### config.mk
export PLATFORM = sky130hd
export DESIGN_NAME = rr_mux_arb_flat
export DESIGN_NICKNAME = d
export VERILOG_FILES = /design/src/rtl/rr_mux_arb_pkg.sv /design/src/rtl/rr_mux_arb_if.sv /design/src/rtl/rr_mux_arb_grant.sv /design/src/rtl/rr_mux_arb.sv /design/src/flat_wrapper.sv
export SDC_FILE = /design/constraint.sdc
export NUM_CORES = 1
export LEC_CHECK = 0
export ABC_AREA = 0
export CAP_MARGIN = 0
export CORE_ASPECT_RATIO = 0.8
export CORE_UTILIZATION = 39
export CTS_CLUSTER_SIZE = 40
export DETAILED_ROUTE_END_ITERATION = 12
export MAX_ROUTING_LAYER = met4
export PLACE_DENSITY = 0.94
export SLEW_MARGIN = 20
export SYNTH_ARGS = -nofsm -noshare
export SYNTH_HDL_FRONTEND = slang
export SYNTH_SLANG_ARGS = --single-unit
### constraint.sdc
create_clock -name clk -period 5.4 [get_ports clk]
set_input_delay 0.81 -clock clk [delete_from_list [all_inputs] [get_ports clk]]
set_output_delay 0.81 -clock clk [all_outputs]
set_load 0.05 [all_outputs]
### src/rtl/rr_mux_arb_pkg.sv
// Shared constants and helpers for the arbitrated multiplexer.
// Mode encodings and the select-width helper live here so every file agrees on them.
package rr_mux_arb_pkg;

    localparam int ARB_FIXED = 0;
    localparam int ARB_RR    = 1;

    // Ceiling log2, never below 1 so a select field always has at least one bit.
    function automatic int clog2(input int n);
        int r;
        int v;
        r = 0;
        v = n - 1;
        while (v > 0) begin
            r = r + 1;
            v = v >> 1;
        end
        return (r < 1) ? 1 : r;
    endfunction

endpackage

### src/rtl/rr_mux_arb_if.sv
// Handshake bundle between producers, the arbiter and the single consumer.
// master = the side that drives data/valid in and out_ready; slave = the arbiter.
interface rr_mux_arb_if
    import rr_mux_arb_pkg::*;
#(
    parameter int WIDTH  = 16,
    parameter int NUM_CH = 4
);
    localparam int SEL_W = clog2(NUM_CH);

    logic [NUM_CH*WIDTH-1:0] in_data;
    logic [NUM_CH-1:0]       in_valid;
    logic [NUM_CH-1:0]       in_ready;
    logic [WIDTH-1:0]        out_data;
    logic [SEL_W-1:0]        out_sel;
    logic                    out_valid;
    logic                    out_ready;

    modport master (
        output in_data,
        output in_valid,
        output out_ready,
        input  in_ready,
        input  out_data,
        input  out_sel,
        input  out_valid
    );

    modport slave (
        input  in_data,
        input  in_valid,
        input  out_ready,
        output in_ready,
        output out_data,
        output out_sel,
        output out_valid
    );

endinterface

### src/rtl/rr_mux_arb_grant.sv
// Combinational grant picker: one-hot grant plus encoded index from a request vector.
// Round-robin search uses a doubled request vector so the wrap needs no rotator.
module rr_grant_n
    import rr_mux_arb_pkg::*;
#(
    parameter int NUM_CH = 4,
    parameter int SEL_W  = clog2(NUM_CH)
) (
    input  logic [NUM_CH-1:0] req,
    input  logic [SEL_W-1:0]  ptr,
    input  logic              mode,
    output logic [NUM_CH-1:0] grant,
    output logic [SEL_W-1:0]  grant_idx
);

    logic [NUM_CH-1:0]   mask;
    logic [2*NUM_CH-1:0] dbl_req;
    logic [2*NUM_CH-1:0] lowest;

    // Lower half keeps only channels at or above ptr; upper half is the full
    // request set, so a miss in the lower half wraps around to channel 0.
    // Fixed mode clears the mask, leaving the plain 0..NUM_CH-1 order.
    generate
        for (genvar gi = 0; gi < NUM_CH; gi++) begin : g_mask
            assign mask[gi] = mode & (SEL_W'(gi) >= ptr);
        end
    endgenerate

    assign dbl_req = {req, req & mask};
    assign lowest  = dbl_req & (-dbl_req);

    generate
        for (genvar gi = 0; gi < NUM_CH; gi++) begin : g_fold
            assign grant[gi] = lowest[gi] | lowest[gi + NUM_CH];
        end
    endgenerate

    always_comb begin
        grant_idx = '0;
        for (int i = 0; i < NUM_CH; i++) begin
            if (grant[i]) begin
                grant_idx = grant_idx | SEL_W'(i);
            end
        end
    end

endmodule

### src/rtl/rr_mux_arb.sv
// N-channel arbitrated multiplexer with a one-deep registered output stage.
// Holds the winning item until the consumer takes it; round-robin or fixed priority.
module rr_mux_arb
    import rr_mux_arb_pkg::*;
#(
    parameter int WIDTH  = 16,
    parameter int NUM_CH = 4,
    parameter int MODE   = ARB_RR
) (
    input  logic          clk,
    input  logic          rst,
    rr_mux_arb_if.slave   bus
);

    localparam int SEL_W = clog2(NUM_CH);

    logic [WIDTH-1:0]  out_data_reg;
    logic [WIDTH-1:0]  out_data_next;
    logic [SEL_W-1:0]  out_sel_reg;
    logic [SEL_W-1:0]  out_sel_next;
    logic              out_valid_reg;
    logic              out_valid_next;
    logic [SEL_W-1:0]  ptr_reg;
    logic [SEL_W-1:0]  ptr_next;

    logic              load_en;
    logic              xfer;
    logic [NUM_CH-1:0] grant;
    logic [SEL_W-1:0]  grant_idx;
    logic [WIDTH-1:0]  ch_data [NUM_CH];

    generate
        for (genvar gi = 0; gi < NUM_CH; gi++) begin : g_slice
            assign ch_data[gi] = bus.in_data[gi*WIDTH +: WIDTH];
        end
    endgenerate

    rr_grant_n #(
        .NUM_CH (NUM_CH),
        .SEL_W  (SEL_W)
    ) u_grant (
        .req       (bus.in_valid),
        .ptr       (ptr_reg),
        .mode      (MODE == ARB_RR),
        .grant     (grant),
        .grant_idx (grant_idx)
    );

    // The output slot is free when empty or when it is being drained this cycle.
    assign load_en      = ~out_valid_reg | bus.out_ready;
    assign bus.in_ready = rst ? '0 : (grant & {NUM_CH{load_en}});
    assign xfer         = |bus.in_ready;

    always_comb begin
        out_data_next  = out_data_reg;
        out_sel_next   = out_sel_reg;
        out_valid_next = out_valid_reg;
        ptr_next       = ptr_reg;
        if (xfer) begin
            out_data_next  = ch_data[grant_idx];
            out_sel_next   = grant_idx;
            out_valid_next = 1'b1;
            if (MODE == ARB_RR) begin
                ptr_next = (grant_idx == SEL_W'(NUM_CH - 1)) ? '0 : grant_idx + SEL_W'(1);
            end
        end else if (bus.out_ready) begin
            out_valid_next = 1'b0;
        end
    end

    always_ff @(posedge clk) begin
        if (rst) begin
            out_data_reg  <= '0;
            out_sel_reg   <= '0;
            out_valid_reg <= 1'b0;
            ptr_reg       <= '0;
        end else begin
            out_data_reg  <= out_data_next;
            out_sel_reg   <= out_sel_next;
            out_valid_reg <= out_valid_next;
            ptr_reg       <= ptr_next;
        end
    end

    assign bus.out_data  = out_data_reg;
    assign bus.out_sel   = out_sel_reg;
    assign bus.out_valid = out_valid_reg;

endmodule

### src/flat_wrapper.sv
// flat-port wrapper written by rule: the top's interface ports become plain ports
module rr_mux_arb_flat import rr_mux_arb_pkg::*;
#(
    parameter int WIDTH  = 16,
    parameter int NUM_CH = 4,
    parameter int MODE   = ARB_RR
)
  (clk, rst, bus_in_data, bus_in_valid, bus_out_ready, bus_in_ready, bus_out_data, bus_out_sel, bus_out_valid);
  rr_mux_arb_if #(.WIDTH(WIDTH), .NUM_CH(NUM_CH)) bus_i ();
  input  logic clk;
  input  logic rst;
  input wire logic [$bits(bus_i.in_data)-1:0] bus_in_data;
  input wire logic [$bits(bus_i.in_valid)-1:0] bus_in_valid;
  input wire logic [$bits(bus_i.out_ready)-1:0] bus_out_ready;
  output wire logic [$bits(bus_i.in_ready)-1:0] bus_in_ready;
  output wire logic [$bits(bus_i.out_data)-1:0] bus_out_data;
  output wire logic [$bits(bus_i.out_sel)-1:0] bus_out_sel;
  output wire logic [$bits(bus_i.out_valid)-1:0] bus_out_valid;
  assign bus_i.in_data = bus_in_data;
  assign bus_i.in_valid = bus_in_valid;
  assign bus_i.out_ready = bus_out_ready;
  assign bus_in_ready = bus_i.in_ready;
  assign bus_out_data = bus_i.out_data;
  assign bus_out_sel = bus_i.out_sel;
  assign bus_out_valid = bus_i.out_valid;
  rr_mux_arb #(.WIDTH(WIDTH), .NUM_CH(NUM_CH), .MODE(MODE)) u_core (.clk(clk), .rst(rst), .bus(bus_i));
endmodule
==> results_dict.tcl, run 1 <==
set metrics [dict create \
    hold_violations 0 \
    die-height_microns 56.68 \
    post_cts_buffers 0 \
    fin_crit_sh_pct 71.35 \
    syn_nets 254 \
    relSlewSlack_pct 30.69 \
    syn_area_sq_um 1458 \
    overflow 0 \
    crit_chain "clkdlybuf4s50_1 > o21ai_0 > o211a_1 > and2_1 > clkdlybuf4s50_1" \
    largest_reg_flops 16 \
    crit_type "in -> out" \
    reg2reg_to "u_core.ptr_reg[0]$_SDFFE_PP0P_" \
    avgRoutedWirePerCell_microns 15.17 \
    vias 1734 \
    cts_max_level 1 \
    syn_to_final_growth_pct 66.95 \
    cts_hold_buf 0 \
    antenna_found_initial 0 \
    leakage_nw 0.9286 \
    dp_hpwl_microns 3530 \
    setup_viol 0 \
    yosysUniqueCellTypes 31 \
    rsz0062_at_grt "false" \
    cts_sinks 21 \
    ff2ff_setup_slack_ns 2.69 \
    cts_tree "built" \
    die-area_sq_um 3987 \
    slew_viol_final 0 \
    synth_warnings 0 \
    insertion_delay_ns 0.26 \
    grt_pass1_vias 1617 \
    timing.critical_path.mode_cell "clkdlybuf4s50_1" \
    route.detailed.drc 0 \
    start_util_pct 41.71 \
    worst_path_max_delay_cell "clkdlybuf4s50_1" \
    grt_usage_pct 24.18 \
    utilization_pct 69.64 \
    routed_wl_microns 4718 \
    hold_depth 2 \
    min_to "u_core.bus.out_sel[1]$_SDFFE_PP0P_" \
    vdd_drop_max_mv 0.1511 \
    antenna_cells 0 \
    antenna_left 0 \
    status "completed" \
    endpoint_kind "primary output" \
    ys_seq_area_share_pct 28.84 \
    power_density_nw_per_um2 243.9 \
    hp-class "reg -> reg" \
    path_max_fanout 17 \
    port_buffers 93 \
    drt-pass1-iter-count 5 \
    postSynthAreaPerCell_sq_um 8.009 \
    cts_resized 0 \
    clock_path_buffers 2 \
    num_rows 19 \
    async_flop_share_pct 0 \
    fin_tns_setup_ns 0 \
    worst_pin_slew_ns 1.032 \
    grt_max_degree 19 \
    hp-start "u_core.bus.out_sel[1]$_SDFFE_PP0P_" \
    ys_seq_elements 21 \
    netlist_instances 182 \
    cp_data_required_time_ns 4.59 \
    clkTransAtPathRegs_ns 0.09 \
    synth-edff-count 0 \
    gp_congestion 0.8836 \
    core_area_sq_um 3495 \
    synth_ff_type "dfxtp_1" \
    slowest_delay_ns 0.80 \
    fmax_mhz 259.6 \
    power_uw 593.5 \
    avgViaCountPerCell 5.576 \
    r2r-start "u_core.ptr_reg[1]$_SDFFE_PP0P_" \
    nets 342 \
    drt_iter0_drc 78 \
    timing.final.crit_period_ns 3.853 \
    cp-start-kind "input port" \
    maxCapViolations 0 \
    die_w_microns 70.35 \
    grt_pass1_wl_microns 7507 \
    root_buffer "clkbuf_8" \
    reg2reg_depth 8 \
    skew_ns 0.01004 \
    numCtsBuffers 3 \
    drive_gt1_share_pct 3.346 \
    ios 94 \
    arrival_ns 3.04 \
]
==> cells in the mapped netlist (2+ instances only) <==
cell	number	share of area (%)
dfxtp_1	21	29
inv_1	2	0.52
o21ai_1	10	3.4
a21oi_1	7	2.4
nand2_1	22	5.7
nor2b_1	5	2.1
clkbuf_1	2	0.52
buf_2	4	1.4
nand2b_1	2	0.86
and2_1	18	7.7
o21ai_0	13	4.5
and3_1	2	0.86
nor4_4	2	2.9
nor3b_1	16	8.2
nor3_1	2	0.69
buf_4	2	1.0
o211ai_1	16	8.2
o22ai_1	2	0.86
mux2i_1	16	11
nor2_1	7	1.8
==> layer usage <==
metal / wire, microns / GRT usage [%] / vias up
li1: - / - / 835
met1: 2047 / 28.68 / 791
met2: 2209 / 41.36 / 96
met3: 363 / 5.386 / 12
met4: 97 / 6.286 / 0
met5: 0 / - / -
==> critical path: cells and delay by family <==
kind | cells | cell delay (ns)
buffers and inverters | 2 | 1.34
AOI/OAI and AO/OA | 2 | 0.68
and+or+nand+nor | 1 | 0.21
==> cell type report <==
type | count | area (sq um)
sequential | 21 | 420.4
timing repair buffer | 93 | 930.9
clock inverter | 1 | 5.005
inverter | 2 | 7.507
multi-input combinational | 149 | 975.9
clock buffer | 3 | 41.29
fill | 296 | 1061
tap | 42 | 52.55
==> cell families after synthesis <==
family / synth area share [%]
mux: 10.99
simple gates: 32.96
flops: 28.84
compound gates: 21.89
buf+inv: 4.463
fa+ha+maj: 0.8582
==> placed cells by master (no fill, tap or decap), drive strengths merged <==
| cell type | netlist | final |
|---|---|---|
| o22ai | 2 | 2 |
| nor2b | 5 | 5 |
| nor3 | 2 | 2 |
| inv | 2 | 2 |
| ha | 1 | 1 |
| clkinv | 0 | 1 |
| mux2i | 16 | 16 |
| or3 | 1 | 1 |
| clkdlybuf4s50 | 0 | 93 |
| and3 | 2 | 2 |
| dfxtp | 21 | 21 |
| o22a | 1 | 1 |
| o211a | 1 | 1 |
| a21oi | 7 | 7 |
| nor4 | 3 | 3 |
| clkbuf | 2 | 3 |
| a311oi | 1 | 1 |
| nor2 | 9 | 9 |
| nor3b | 16 | 16 |
| nand2b | 2 | 2 |
| o211ai | 16 | 16 |
| nand2 | 22 | 22 |
| o21ai | 23 | 23 |
| and2 | 18 | 18 |
| a211o | 1 | 1 |
==> metrics by stage <==
step | instances | hold slack (ns) | area [sq um] | setup slack (ns)
6_report | 311 | 0.4552 | 2434 | 1.547
5_1_grt | 311 | 0.4761 | 2434 | 1.396
4_1_cts | 311 | 0.4576 | 2430 | 1.550
3_5_place_dp | 307 | 0.4456 | 2384 | 1.555
3_3_place_gp | 307 | 0.4431 | 2384 | 1.607
2_1_floorplan | 182 | 0.5462 | 1458 | 2.330
==> report_power, final <==
part	switching [mW]	total [mW]	internal [mW]
clock network	0.0538	0.105	0.0514
registers	0.0160	0.195	0.179
logic	0.164	0.294	0.129
==> worst max path at each step <==
stage,start,end,slack [ns],cells past startpoint
after CTS,bus_in_valid[0],bus_in_ready[1],1.55,5
final,bus_in_valid[0],bus_in_ready[1],1.55,5
after global placement,bus_in_valid[0],bus_in_ready[1],1.61,5
after floorplan,rst,bus_in_ready[3],2.33,3
after detailed placement,bus_in_valid[0],bus_in_ready[1],1.55,5
after global routing,bus_in_valid[0],bus_in_ready[1],1.40,5
Power figures use the tool's default switching activity.
==> run 2: changes to the inputs <==
--- a/config.mk
+++ b/config.mk
@@ -8,11 +8,11 @@
 export ABC_AREA = 0
 export CAP_MARGIN = 0
 export CORE_ASPECT_RATIO = 0.8
-export CORE_UTILIZATION = 39
+export CORE_UTILIZATION = 36
 export CTS_CLUSTER_SIZE = 40
 export DETAILED_ROUTE_END_ITERATION = 12
 export MAX_ROUTING_LAYER = met4
-export PLACE_DENSITY = 0.94
+export PLACE_DENSITY = 0.88
 export SLEW_MARGIN = 20
 export SYNTH_ARGS = -nofsm -noshare
 export SYNTH_HDL_FRONTEND = slang
==> constraint.sdc (replaced) <==
create_clock -name clk -period 3.67 [get_ports clk]
set_input_delay 0.5505 -clock clk [delete_from_list [all_inputs] [get_ports clk]]
set_output_delay 0.5505 -clock clk [all_outputs]
set_load 0.05 [all_outputs]
==> results_dict.tcl, run 2 (synthesis gave the netlist of run 1 again) <==
set metrics [dict create \
    status "completed" \
    path_max_fanout 10 \
    setup_slack_ns 0.4342 \
    timing.critical_path.mode_cell "clkdlybuf4s50_1" \
    cts_resized 0 \
    grt_pass1_vias 1511 \
    die_w_microns 73.14 \
    drive_gt1_share_pct 4.380 \
    post-place-ws_ns 0.4458 \
    cp_num_buf_inv 2 \
    num_rows 20 \
    ff_latch_area_sq_um 420.4 \
    antenna_left 0 \
    fmax_mhz 309.0 \
    cts_sinks 21 \
    gp_congestion 0.8294 \
    largest_reg_flops 16 \
    clock_path_buffers 2 \
    insertion_delay_ns 0.26 \
    slew_viol_final 0 \
    route.detailed.drc 0 \
    timing.final.crit_period_ns 3.236 \
    cts_max_level 1 \
    slowest_delay_ns 0.69 \
    die-height_microns 58.92 \
    root_buffer "clkbuf_8" \
    hp-class "reg -> reg" \
    r2r-start "u_core.ptr_reg[1]$_SDFFE_PP0P_" \
    dp_cells 325 \
    cp_data_required_time_ns 3.12 \
    cpLargestDelayFamily "buffers and inverters" \
    worst_path_max_delay_cell "clkdlybuf4s50_1" \
    utilization_pct 64.84 \
    antenna_found_initial 0 \
    antenna_cells 0 \
    hold_violations 0 \
    maxCapViolations 0 \
    cp-start-kind "input port" \
    cts_hold_buf 0 \
    rsz0062_at_grt "false" \
    final_cell_mix "clkdlybuf4s50_1, nand2_1, dfxtp_1" \
    post_cts_buffers 0 \
    n_fill_cell 348 \
    fin_crit_sh_pct 88.17 \
    numCtsBuffers 3 \
    start_util_pct 38.07 \
    overflow 0 \
    leakage_nw 0.9512 \
    arrival_ns 2.69 \
    vias 1675 \
    cts_tree "built" \
    crit_chain "clkdlybuf4s50_1 > nor2b_1 > o22a_1 > o22ai_1 > and3_1 > clkdlybuf4s50_1" \
    crit_type "in -> out" \
    setup_viol 0 \
    skew_ns 0.002704 \
    drt_iter0_drc 143 \
    nets 347 \
    final_common_cell "clkdlybuf4s50_1" \
    avgRoutedWirePerCell_microns 13.74 \
    endpoint_kind "primary output" \
    syn_to_final_growth_pct 70.30 \
    ios 94 \
    instances_no_fill 329 \
    fin_tns_setup_ns 0 \
    port_buffers 93 \
    routed_wl_microns 4522 \
    die-area_sq_um 4309 \
    worstSetupStartpoint "bus_in_valid[0]" \
    relSlewSlack_pct 49.97 \
    power_density_nw_per_um2 351.8 \
    grt_max_degree 18 \
    dp_hpwl_microns 3440 \
    vdd_drop_max_mv 0.2244 \
    grt_pass1_wl_microns 7100 \
    core_area_sq_um 3829 \
    hp-start "u_core.bus.out_sel[1]$_SDFFE_PP0P_" \
    drt-pass1-iter-count 4 \
    multi_input_area_sq_um 972.2 \
    avgViaCountPerCell 5.091 \
    grt_usage_pct 21.99 \
    worst_pin_slew_ns 0.7497 \
    clkTransAtPathRegs_ns 0.08 \
]
-- run 2: changes by cell type in the layout (fill, tap and decap cells not counted) --
cell	previous run	this run
clkbuf_1	0	1
a21oi_2	1	0
buf_4	0	5
clkinv_2	1	0
a21oi_1	6	7
-- run 2: per-layer routing --
layer  up-vias  global-route usage [%]  part of all wire, %
met4         0                   2.521                 0.29
met3         2                   4.452                  6.7
met5         -                       -                    0
met2        64                   36.11                   46
li1        845                       -                    -
met1       764                   28.84                   47
-- run 2: power by group --
| group | leakage [nW] | internal, mW | total [mW] | switching (mW) |
|---|---|---|---|---|
| logic | 0.754 | 0.196 | 0.436 | 0.241 |
| clock network | 0.0228 | 0.0773 | 0.151 | 0.0735 |
| registers | 0.174 | 0.263 | 0.286 | 0.0232 |
| total | 0.951 | 0.536 | 0.873 | 0.337 |
-- run 2: tightest hold or removal path: cells and delay by family (launching register included) --
| kind | cells | cell delay [ns] |
|---|---|---|
| compound gates | 1 | 0.05 |
| flops | 1 | 0.31 |
| simple gates | 1 | 0.05 |
-- run 2: through the flow --
step	area [sq um]	hold slack (ns)	total power [mW]
finish	2482	0.4553	0.8732
global route	2482	0.4898	0.9209
CTS	2482	0.4589	0.8801
detailed placement	2437	0.4461	0.7275
global placement	2437	0.4390	0.7220
floorplan	1458	0.5462	0.5520
-- run 2: path summary, 6_finish.rpt --
kind	end	slack, ns	cells after the start
max	bus_in_ready[2]	0.43	6
min	u_core.bus.out_sel[1]$_SDFFE_PP0P_	0.46	2
max reg2reg	u_core.bus.out_data[4]$_SDFFE_PP0P_	1.72	6
min reg2reg	u_core.bus.out_sel[1]$_SDFFE_PP0P_	0.46	2
-- run 2: final cells by class --
type,instances,area share [%]
clock buffer,4,1.815
inverter,2,0.3024
multi-input combinational,149,39.16
sequential,21,16.94
tap,55,2.772
timing repair buffer,98,39.01
